--- src/rtl/alu_writeback_unit.sv ---
// rtl/alu_writeback_unit.sv - execute/writeback stage: register-file writes, compare flag, LOAD memory handshake
// Optional load timeout enabled by defining WB_TIMEOUT_EN.
module alu_writeback_unit #(
  parameter int DATA_W         = 8,
  parameter int REG_ADDR_W     = 3,
  parameter int TIMEOUT_CYCLES = 16
) (
  input  logic                  clk,
  input  logic                  rst_n,
  input  logic                  in_valid,
  output logic                  in_ready,
  input  logic [3:0]            opcode,
  input  logic [DATA_W-1:0]     alu_result,
  input  logic                  compare_in,
  input  logic [REG_ADDR_W-1:0] rd_addr,
  output logic                  rf_we,
  output logic [REG_ADDR_W-1:0] rf_waddr,
  output logic [DATA_W-1:0]     rf_wdata,
  output logic                  cmp_flag,
  output logic                  mem_req,
  output logic [DATA_W-1:0]     mem_addr,
  input  logic                  mem_ack,
  input  logic [DATA_W-1:0]     mem_rdata,
  output logic                  load_err
);

  typedef enum logic [1:0] {
    S_IDLE     = 2'd0,
    S_MEM_WAIT = 2'd1,
    S_LOAD_WB  = 2'd2
  } state_t;

  state_t r_state;
  state_t w_next;

  logic                  r_rf_we;
  logic [REG_ADDR_W-1:0] r_rf_waddr;
  logic [DATA_W-1:0]     r_rf_wdata;
  logic                  r_cmp_flag;
  logic                  r_mem_req;
  logic [DATA_W-1:0]     r_mem_addr;
  logic [REG_ADDR_W-1:0] r_ld_rd;

  logic w_accept;
  logic w_is_alu;
  logic w_is_cmp;
  logic w_is_load;
  logic w_wait;
  logic w_timeout;

  assign in_ready  = (r_state == S_IDLE);
  assign w_accept  = in_valid && in_ready;
  assign w_is_alu  = (opcode <= 4'd4);
  assign w_is_cmp  = (opcode == 4'd5);
  assign w_is_load = (opcode == 4'd6);
  assign w_wait    = (r_state == S_MEM_WAIT);

`ifdef WB_TIMEOUT_EN
  localparam int CNT_W = $clog2(TIMEOUT_CYCLES + 1);

  logic [CNT_W-1:0] r_cnt;
  logic             r_load_err;

  // mem_ack is excluded so an acknowledge on the final cycle still completes normally.
  assign w_timeout = w_wait && !mem_ack && (r_cnt == CNT_W'(TIMEOUT_CYCLES - 1));
  assign load_err  = r_load_err;

  always_ff @(posedge clk or negedge rst_n) begin
    if (!rst_n) begin
      r_cnt      <= '0;
      r_load_err <= 1'b0;
    end else begin
      r_load_err <= w_timeout;
      if (w_accept && w_is_load) begin
        r_cnt <= '0;
      end else if (w_wait && !mem_ack) begin
        r_cnt <= r_cnt + 1'b1;
      end
    end
  end
`else
  assign w_timeout = 1'b0;
  assign load_err  = 1'b0;
`endif

  always_ff @(posedge clk or negedge rst_n) begin
    if (!rst_n) begin
      r_state <= S_IDLE;
    end else begin
      r_state <= w_next;
    end
  end

  always_comb begin
    w_next = r_state;
    case (r_state)
      S_IDLE: begin
        if (w_accept && w_is_load) begin
          w_next = S_MEM_WAIT;
        end
      end
      S_MEM_WAIT: begin
        if (mem_ack) begin
          w_next = S_LOAD_WB;
        end else if (w_timeout) begin
          w_next = S_IDLE;
        end
      end
      S_LOAD_WB: w_next = S_IDLE;
      default:   w_next = S_IDLE;
    endcase
  end

  // Write address/data only change on a write, so they stay stable between pulses.
  always_ff @(posedge clk or negedge rst_n) begin
    if (!rst_n) begin
      r_rf_we    <= 1'b0;
      r_rf_waddr <= '0;
      r_rf_wdata <= '0;
      r_cmp_flag <= 1'b0;
      r_mem_req  <= 1'b0;
      r_mem_addr <= '0;
      r_ld_rd    <= '0;
    end else begin
      r_rf_we <= 1'b0;
      if (w_accept && w_is_alu) begin
        r_rf_we    <= 1'b1;
        r_rf_waddr <= rd_addr;
        r_rf_wdata <= alu_result;
      end
      if (w_accept && w_is_cmp) begin
        r_cmp_flag <= compare_in;
      end
      if (w_accept && w_is_load) begin
        r_mem_addr <= alu_result;
        r_ld_rd    <= rd_addr;
        r_mem_req  <= 1'b1;
      end
      if (w_wait && mem_ack) begin
        r_rf_we    <= 1'b1;
        r_rf_waddr <= r_ld_rd;
        r_rf_wdata <= mem_rdata;
        r_mem_req  <= 1'b0;
      end else if (w_timeout) begin
        r_mem_req  <= 1'b0;
      end
    end
  end

  assign rf_we    = r_rf_we;
  assign rf_waddr = r_rf_waddr;
  assign rf_wdata = r_rf_wdata;
  assign cmp_flag = r_cmp_flag;
  assign mem_req  = r_mem_req;
  assign mem_addr = r_mem_addr;

endmodule

--- config.mk ---
export PLATFORM = sky130hd
export DESIGN_NAME = alu_writeback_unit
export DESIGN_NICKNAME = d
export VERILOG_FILES = /design/src/rtl/alu_writeback_unit.sv
export SDC_FILE = /design/constraint.sdc
export NUM_CORES = 1
export LEC_CHECK = 0
export ABC_AREA = 1
export CAP_MARGIN = 20
export CORE_AREA = 5 5 58 60
export CTS_BUF_LIST = sky130_fd_sc_hd__clkbuf_4
export DETAILED_ROUTE_END_ITERATION = 7
export DIE_AREA = 0 0 63 65
export GPL_TIMING_DRIVEN = 0
export PLACE_DENSITY = 0.86
export SYNTH_ARGS = -nofsm -noshare
export SYNTH_HDL_FRONTEND = slang
export SYNTH_SLANG_ARGS = --single-unit
--- constraint.sdc ---
create_clock -name clk -period 1.96 [get_ports clk]
set_input_delay 0.294 -clock clk [delete_from_list [all_inputs] [get_ports clk]]
set_output_delay 0.294 -clock clk [all_outputs]
set_load 0.02 [all_outputs]
### Yosys cells after proc, flatten, opt, wreduce, memory -nomap -nowiden

Cells that the tools add are included.

| word-level totals | value |
|---|---|
| word-level logic and storage cells | 34 |
| bits in registers | 27 |
| output and inout port bits | 24 |
| bits of input ports | 28 |

| operators by class | value |
|---|---|
| magnitude comparators | 1 |
| equality and inequality tests | 5 |
| mux-type cells | 11 |
| reductions and logical operators | 9 |

Operators with widths:

| kind | count |
|---|---|
| $mux 8 | 2 |
| $eq 4x3->1 const B | 2 |
| $mux 3 | 2 |
| $logic_and 1x1->1 | 5 |
| $le 4x3->1 const B | 1 |
| $mux 1 | 4 |
| $mux 2 | 2 |
| $pmux 2 s2 | 1 |
| $reduce_bool 2->1 | 2 |
| $eq 2x1->1 const B | 1 |
| $logic_not 2->1 | 1 |
| $ne 2x1->1 const B | 1 |
| $ne 2x2->1 const B | 1 |
| $reduce_and 2->1 | 1 |

### Logic depth before layout (Yosys ltp)

| logic depth | value |
|---|---|
| word-level depth | 5 |
| mapped depth | 8 |
| mapped depth without buffers | 7 |

### Worst setup path before layout

No wires, ideal clock.

| timing path | value |
|---|---|
| kind | reg-to-reg |
| start point | register r_state[0] |
| end point | register r_rf_waddr[0], in the netlist rf_waddr[0] |
| data required time | 1.894 ns |
| clock period less this slack | 1.342 ns |
| path slack | 0.618 ns |
| buffers on the path | 1 |
| library setup time | 0.066 ns |
| cell stages (with the launch flop) | 7 |
| arrival | 1.276 ns |
| cells stage by stage | dfrtp_1 > nor2_1 > nand3_1 > o21ai_2 > buf_6 > nand2_1 > nand2_1 |

| on the way | value |
|---|---|
| longest elaborated chain between the ends | 4 |
| elaborated cells between the ends (all ways) | 7 |
| classes of those cells | eq/ne (1); mux (1); reduce/logical (5) |

RTL lines:

| item | line | RTL |
|---|---|---|
| from (decl) | 33 | `state_t r_state;` |
| from (signal assigned) | 90 | `r_state <= w_next;` |
| $logic_not 2->1 | 51 | `assign in_ready = (r_state == S_IDLE);` |
| via in_ready | 11 | `output logic in_ready,` |
| $logic_and 1x1->1 | 52 | `assign w_accept = in_valid && in_ready;` |
| $logic_and 1x1->1 | 126 | `if (w_accept && w_is_alu) begin` |
| $reduce_bool 2->1 (no source line) | -- |  |
| to (signal assigned) | 128 | `r_rf_waddr <= rd_addr;` |
| to (signal assigned) | 141 | `r_rf_waddr <= r_ld_rd;` |
| to (decl) | 37 | `logic [REG_ADDR_W-1:0] r_rf_waddr;` |

The timed path passes the listed nets, and every way through them passes these cells.
A chain may end at the register's enable or synchronous reset.

### Final worst setup path

| timing path | value |
|---|---|
| start point | register r_state[0] |
| end point | output port in_ready |

| on the way | value |
|---|---|
| longest elaborated chain between the ends | 1 |

RTL lines:

| item | line |
|---|---|
| $logic_not 2->1 | 51 |
| to (decl) | 11 |

Every way passes these cells.

==> flow_summary.ini <==
[place]
gp_congestion = 0.8566
place.port_buffers = 50
place.detailed.hpwl_um = 2592

[run_status]
outcome = finished, final reports clean

[synth]
synth_area_leaders = dfrtp_1 52%, nand2_1 24%, nand3_1 9.7%, buf_6 1.7%, buf_2 1.6%
synth-seq-cells = 27
syn_inst = 165
yosys_warnings = 0
synthTopCellsByCount = 84 x nand2_1, 27 x dfrtp_1, 25 x nand3_1, 5 x inv_2
avgSynthCellArea_um2 = 7.803
netlist_area_um2 = 1287
synth_edf_count = 0
netlist.area_leader.share = 0.5248
synth_top_area_cell = dfrtp_1
ys_types = 18
ys_seq_area_frac = 0.5248
yosysMostFrequentCell = nand2_1
ys.flop_type = dfrtp_1
syn-num-nets = 193
synth_async_sr_flop_share = 1.000

[global_route]
grt_pass1_wl_um = 5409
antenna_found_initial = 0
grt_pass1_vias = 1188
grt_overflow = 0
track_usage = 0.1657
grt_max_degree = 22

[timing]
finalHoldViolCount = 0
report.final.slew_viol_count = 0
fmax_ghz = 0.5441
period_share = 0.9378
finalSetupViolCount = 0
period_minus_slack_ps = 1838
setup_tns_ps = 0
finClkSkew_ps = 6.953
rsz0062_at_grt = no

[floorplan]
std_cell_rows = 20
ioPinCount = 52
dieArea_um2 = 4095
die_w_um = 63
die_h_um = 65
initial_core_util = 0.4474
core-area_um2 = 2878

[cts]
cts_resized = 0
cts.clk_slew.worst_paths_ps = 140
clk_latency_ps = 320
cts_hold_buf = 0
clockRootBuffer = clkbuf_4
clk_path_buf_depth = 2
htreeDepth = 1
tritoncts = done
cts.sinks = 27
numCtsBuffers = 3
cts_setup_buffers = 0

[power_and_ir_drop]
p_per_area_nw_per_um2 = 836.7
ir_drop_uv = 650.2
p_total_w = 0.001579
p_leak_nw = 0.9606

[setup_path]
crit_path_start_kind = flop
crit_type = flop to output pin
cp-end-kind = output pin
crit_fanout = 3
crit_arrival_ps = 1540
crit_required_ps = 1670
r2r_setup_slack_ps = 630

[hold_path]
hold_path.class = input port to asynchronous set/reset pin

[finish]
area_growth_pct = 46.55
layout.nets = 249
insertedDiodeCount = 0
drive_gt1_frac = 0.1045

[flow_run]
maxCapViolations = 0

[detailed_routing]
final_antenna_net_count = 0
dr.pass1.iters = 4
viasPerCell = 4.783
drt_iter0_drc = 84
vias = 1210
drc = 0
wl_um = 3221
routedWlPerCell_um = 12.73
## stage by stage
step                  util  hold WS, ps  instances  worst slack (ps)  cell area [µm²]
detailed placement  0.6452        459.2        249             297.6             1857
global placement    0.6357        453.5        248             218.8             1829
finish              0.6557        265.4        253             122.0             1887
floorplan                -       -1.591        165             618.3             1287
CTS                 0.6557        262.3        253             105.5             1887
global route        0.6557        258.5        253             61.59             1887
## critical path: stages (launching register included)
cell and delay, ps:
dfrtp_1 440, nor2_1 150, clkdlybuf4s50_1 630
## layout make-up
type / instances / area (µm²)
plain buffers: 9 / 61.31
clock buffers: 4 / 30.03
fillers: 241 / 991.0
inverters: 8 / 30.03
multi-input cells: 121 / 520.5
flip-flops and latches: 27 / 675.6
well taps: 33 / 41.29
repair buffers: 51 / 528.0
## layer usage
| metal | wire length, µm | GRT usage | vias up | part of all wire |
|---|---|---|---|---|
| li1 | - | - | 627 | - |
| met1 | 1475 | 0.2145 | 528 | 0.46 |
| met2 | 1483 | 0.2538 | 49 | 0.46 |
| met3 | 186 | 0.03986 | 6 | 0.058 |
| met4 | 75 | 0.09019 | 0 | 0.023 |
| met5 | 0 | 0 | - | 0 |
## cell usage in the layout (no fill, tap or decap), types with 2 or more instances in the layout
master / count
nand2_1: 84
clkdlybuf4s50_1: 50
dfrtp_1: 27
nand3_1: 25
inv_2: 5
nor2_1: 4
buf_2: 4
clkbuf_4: 4
inv_1: 3
buf_6: 2
buf_4: 2
## path summary, 6_finish.rpt
kind                            start     endpoint  depth (start not counted)
max in group asynchronous       rst_n   r_ld_rd[1]                          2
min reg2reg                r_ld_rd[0]   r_ld_rd[0]                          2
max                        r_state[0]     in_ready                          2
max reg2reg                r_state[0]  rf_wdata[1]                          7
min                             rst_n   r_state[1]                          1
min in group clk           r_ld_rd[0]   r_ld_rd[0]                          2
## report_power, final
part | switching [W] | internal, W
sequential | 0.0000627 | 0.000672
clock | 0.000152 | 0.0000935
combinational | 0.000300 | 0.000298
total | 0.000515 | 0.00106
## flip-flops by register name, summed over array words and instances (netlist names)
register,count
mem_addr,8
rf_wdata,8
r_ld_rd,3
rf_waddr,3
r_state,2
cmp_flag,1
mem_req,1
rf_we,1
## cells by family after synthesis
group,synth area share
buffers and inverters,0.07094
AOI/OAI and AO/OA,0.02332
and+or+nand+nor,0.3780
DFF,0.5248
other,0.002913
Note: power is estimated with default switching activity, not from simulation.
==> RTL change 1 (same flow settings) <==
Put one more register stage on the output `cmp_flag`, with the module's reset. The value now appears one clock later. The other outputs are not delayed to match.
--- a/src/rtl/alu_writeback_unit.sv
+++ b/src/rtl/alu_writeback_unit.sv
@@ -151,5 +151,11 @@
   assign rf_waddr = r_rf_waddr;
   assign rf_wdata = r_rf_wdata;
-  assign cmp_flag = r_cmp_flag;
+  always_ff @(posedge clk or negedge rst_n) begin
+    if (!rst_n) begin
+      cmp_flag <= '0;
+    end else begin
+      cmp_flag <= r_cmp_flag;
+    end
+  end
   assign mem_req  = r_mem_req;
   assign mem_addr = r_mem_addr;
Function: changed (a bounded check fails within 4 cycles, from zero or initial values and one cycle with rst_n low).
==> RTL change 1 against the original RTL <==
- critical path depth stayed put
- final area is 1.9% higher
- total power is 9.2% higher
- sequential power is 3.3% higher
- synthesized area is 1.9% higher
- die area stayed put
- routed wire length is 2.3% lower
- clock power is 52% higher
- sequential cell count is 1 higher
- worst setup slack better by 0.0038 ns
- largest cell class unchanged
- highest routed layer unchanged
==> RTL change 1: results <==
[status]
outcome = "completed"

[power]
vdd_ir_drop_max_mv = 0.6166
powerSeq_w = 0.000759
pwr-share-clk = 0.217
switching_power_w = 0.0005258
power.leakage_nw = 0.9776

[worst_setup_path]
path_max_fanout = 3
r2r_cells = 7
slowest_stage = "clkdlybuf4s50_1"
rrSetupSlack_ns = 0.68
cp.arrival_ns = 1.54
r2r-start = "r_state[0]"
slowest_delay_ns = 0.62
critPathTopFamily = "buffers and inverters"
r2r_end = "rf_wdata[4]"

[yosys]
syn_inst = 166
synthTopCellsByArea = "dfrtp_1 53%, nand2_1 24%, nand3_1 9.5%"
synth_ff_type = "dfrtp_1"
syn_nets = 194
seq_area_frac_synth = 0.5338
ys_warn_count = 0
yosys-top-cells-count = "84 x nand2_1, 28 x dfrtp_1, 25 x nand3_1, 5 x inv_2"
synthArstFlopShare = 1.000

[routing]
via_per_inst = 4.787
dr.pass1.iters = 4
initialDrtViolationCount = 51
postRouteAntennaNets = 0
routed_wirelength_um = 3146
vias = 1216

[sta]
finalMaxSlewViolations = 0
tightestPinTransition_ns = 0.7398
fin_worst_skew_ns = 0.01146

[cells_and_area]
num_antenna_cells = 0
post_route_cells_drive_above_1_share = 0.1041
fin_nets = 250

[global_routing]
grt_pass1_wl_um = 5195
antenna_found_initial = 0
grt_remaining_overflow = 0
grt_usage = 0.1559
grt_max_degree = 17

[cts]
cts_max_level = 1
numCtsBuffers = 3
clock_latency_ns = 0.32
clk_pin_slew_worst_paths_ns = 0.16
root_buffer = "clkbuf_4"
cts_buffer_depth = 2
cts_setup_buffers = 0

[place]
dp_hpwl_um = 2540
placedInstanceArea_sq_mm = 0.001869
gp_congestion = 0.7946
numPortBuffers = 50

[hold_path]
hold_path_class = "in -> async"
## RTL change 1: cell families after synthesis
logic type / count (synthesis) / synth area share
simple gates: 116 / 0.3708
flops: 28 / 0.5338
buf+inv: 17 / 0.06958
other cells: 1 / 0.002857
compound gates: 4 / 0.02288
## RTL change 1: worst max-delay path by stage
stage / from / endpoint / slack, ns / depth (start not counted)
CTS: r_state[0] / in_ready / 0.11 / 2
detailed placement: opcode[1] / r_ld_rd[2] / 0.33 / 7
finish: r_state[0] / in_ready / 0.13 / 2
global route: r_state[0] / in_ready / 0.06 / 2
floorplan: r_state[0] / rf_waddr[0] / 0.62 / 6
global placement: rst_n / rf_waddr[0] / 0.21 / 1
## RTL change 1: worst reg2reg max path, delay by kind of cell (launching register included)
kind | cells | cell delay (ns)
and+or+nand+nor | 5 | 0.47
buffers and inverters | 2 | 0.27
DFF | 1 | 0.45
## RTL change 1: through the flow
step,total power (W),hold WS (ns),util,setup WS (ns)
floorplan,0.001045,-0.001591,-,0.6183
global placement,0.001352,0.3615,0.6443,0.2059
detailed placement,0.001367,0.3662,0.6496,0.3312
CTS,0.001744,0.3949,0.6678,0.1094
global route,0.001818,0.4239,0.6678,0.06256
finish,0.001724,0.3846,0.6678,0.1258
## RTL change 1: area by class of cell
type	instances	area [sq um]
buffer	9	61.31
clock buffer	3	22.52
clock inverter	1	30.03
fill	232	955.9
inverter	8	30.03
multi-input combinational	121	520.5
sequential	28	700.7
tap	33	41.29
timing repair buffer	51	515.5
## RTL change 1: layer usage
layer	part of all wire	track usage	wire length, um	up-vias
met5	0	0	0	-
li1	-	-	-	626
met3	0.056	0.02253	175	4
met1	0.43	0.1907	1357	545
met2	0.50	0.2795	1570	41
met4	0.014	0.05040	43	0
==> RTL change 2 (same settings) <==
Without the edit above. Build with the macro `WB_TIMEOUT_EN` defined.
--- a/src/rtl/alu_writeback_unit.sv
+++ b/src/rtl/alu_writeback_unit.sv
@@ -1,4 +1,6 @@
 // rtl/alu_writeback_unit.sv - execute/writeback stage: register-file writes, compare flag, LOAD memory handshake
 // Optional load timeout enabled by defining WB_TIMEOUT_EN.
+`define WB_TIMEOUT_EN
+
 module alu_writeback_unit #(
   parameter int DATA_W         = 8,
Behaviour: same outputs for any inputs over 10 cycles, from zero or initial values and one cycle with rst_n low; that may be too few to reach the edited logic, so the function may still have changed.
==> RTL change 2 against the original RTL <==
- largest power group unchanged
- total power is 19% higher
- routed wire length is 9.8% higher
- combinational power is 2% higher
- worst setup slack better by 0.028 ns
- synthesized area is 25% higher
- global-route usage is 2.2 points higher
- hold slack worse by 0.27 ns
- critical endpoint unchanged
- the run now ends with hold timing left
- sequential share of layout area is 1.6 points higher
- fmax is 1.5% higher
- sequential cell count is 6 higher
- clock power is 52% higher
- final area is 17% higher
- non-clock buffer count is 2 lower
- final cell count is 16% higher
==> RTL change 2: results <==
[cts]
cts_max_level = 2
clk_pin_slew_worst_paths_ns = 0.10

[global_routing]
grt_use_met1 = 0.2486
grt_pass1_vias = 1322
grt_usage = 0.1875
met2_usage = 0.2897
met3_usage = 0.04853

[yosys]
syn_inst = 202
yosys-top-cells-count = "103 x nand2_1, 33 x dfrtp_1, 18 x nand3_1, 8 x inv_1, 8 x nor2_1"
synth.distinct_cells = 26
seq_area_frac_synth = 0.5136

[worst_setup_path]
cp.arrival_ns = 1.52

[cells_and_area]
fillCellCount = 229

[place]
dp_hpwl_um = 2689
place_ws_ns = 0.3142
placedInstanceArea_sq_mm = 0.002155

[power]
vdd_ir_drop_max_mv = 0.6812
power.leakage_nw = 1.152

[routing]
routed_wirelength_um = 3536
wl_met3_um = 197
vias = 1394
initialDrtViolationCount = 51

[status]
violations = "hold timing"
outcome = "finished, violations left"

[sta]
whs_ns = -0.008354
fin_worst_skew_ns = 0.005523
hold_viol = 4
[RTL change 2: cell types whose count changed in the layout (fill, tap and decap cells not counted), moves of 2 or more]
cell / before / now
nor2_2: 0 / 2
nand3_1: 25 / 18
nor2_1: 4 / 8
nand2_1: 84 / 103
ha_1: 0 / 2
inv_1: 3 / 8
clkbuf_4: 4 / 6
o21ai_1: 0 / 2
buf_2: 4 / 2
dfrtp_1: 27 / 33
clkinv_2: 0 / 2
[RTL change 2: final timing paths]
check                                start     endpoint  slack, ns  cells after the start
min in group clk                  cmp_flag     cmp_flag       0.48                      2
worst min register to register    cmp_flag     cmp_flag       0.48                      2
max in group asynchronous            rst_n  rf_wdata[7]       1.51                      1
worst min-delay path                 rst_n     r_cnt[2]     -0.008                      1
worst max-delay path            r_state[0]     in_ready       0.15                      2
worst max register to register    r_cnt[0]      mem_req       0.59                      7
[RTL change 2: critical path: stages, from the launching register on]
cell and delay [ns]:
dfrtp_1 0.45, nor2_2 0.13, clkdlybuf4s50_1 0.61
[RTL change 2: logic make-up after synthesis]
logic type | synth area share
flops | 0.5136
fa+ha+maj | 0.01556
xor+xnor | 0.005448
simple gates | 0.3720
compound gates | 0.02101
buf+inv | 0.07237
[RTL change 2: cell type report]
class	instances	area [sq um]	share of cell area
Buffer	7	57.56	0.02605
Clock buffer	6	45.04	0.02039
Clock inverter	2	10.01	0.004530
Inverter	15	58.81	0.02661
Multi-Input combinational cell	147	665.6	0.3012
Sequential cell	33	825.8	0.3737
Tap cell	33	41.29	0.01869
Timing Repair Buffer	51	505.5	0.2288
[RTL change 2: power by group]
part / leakage (nW) / switching [W] / internal, W
registers: 0.422 / 0.0000830 / 0.000814
clock network: 0.0354 / 0.000224 / 0.000150
logic: 0.695 / 0.000306 / 0.000301
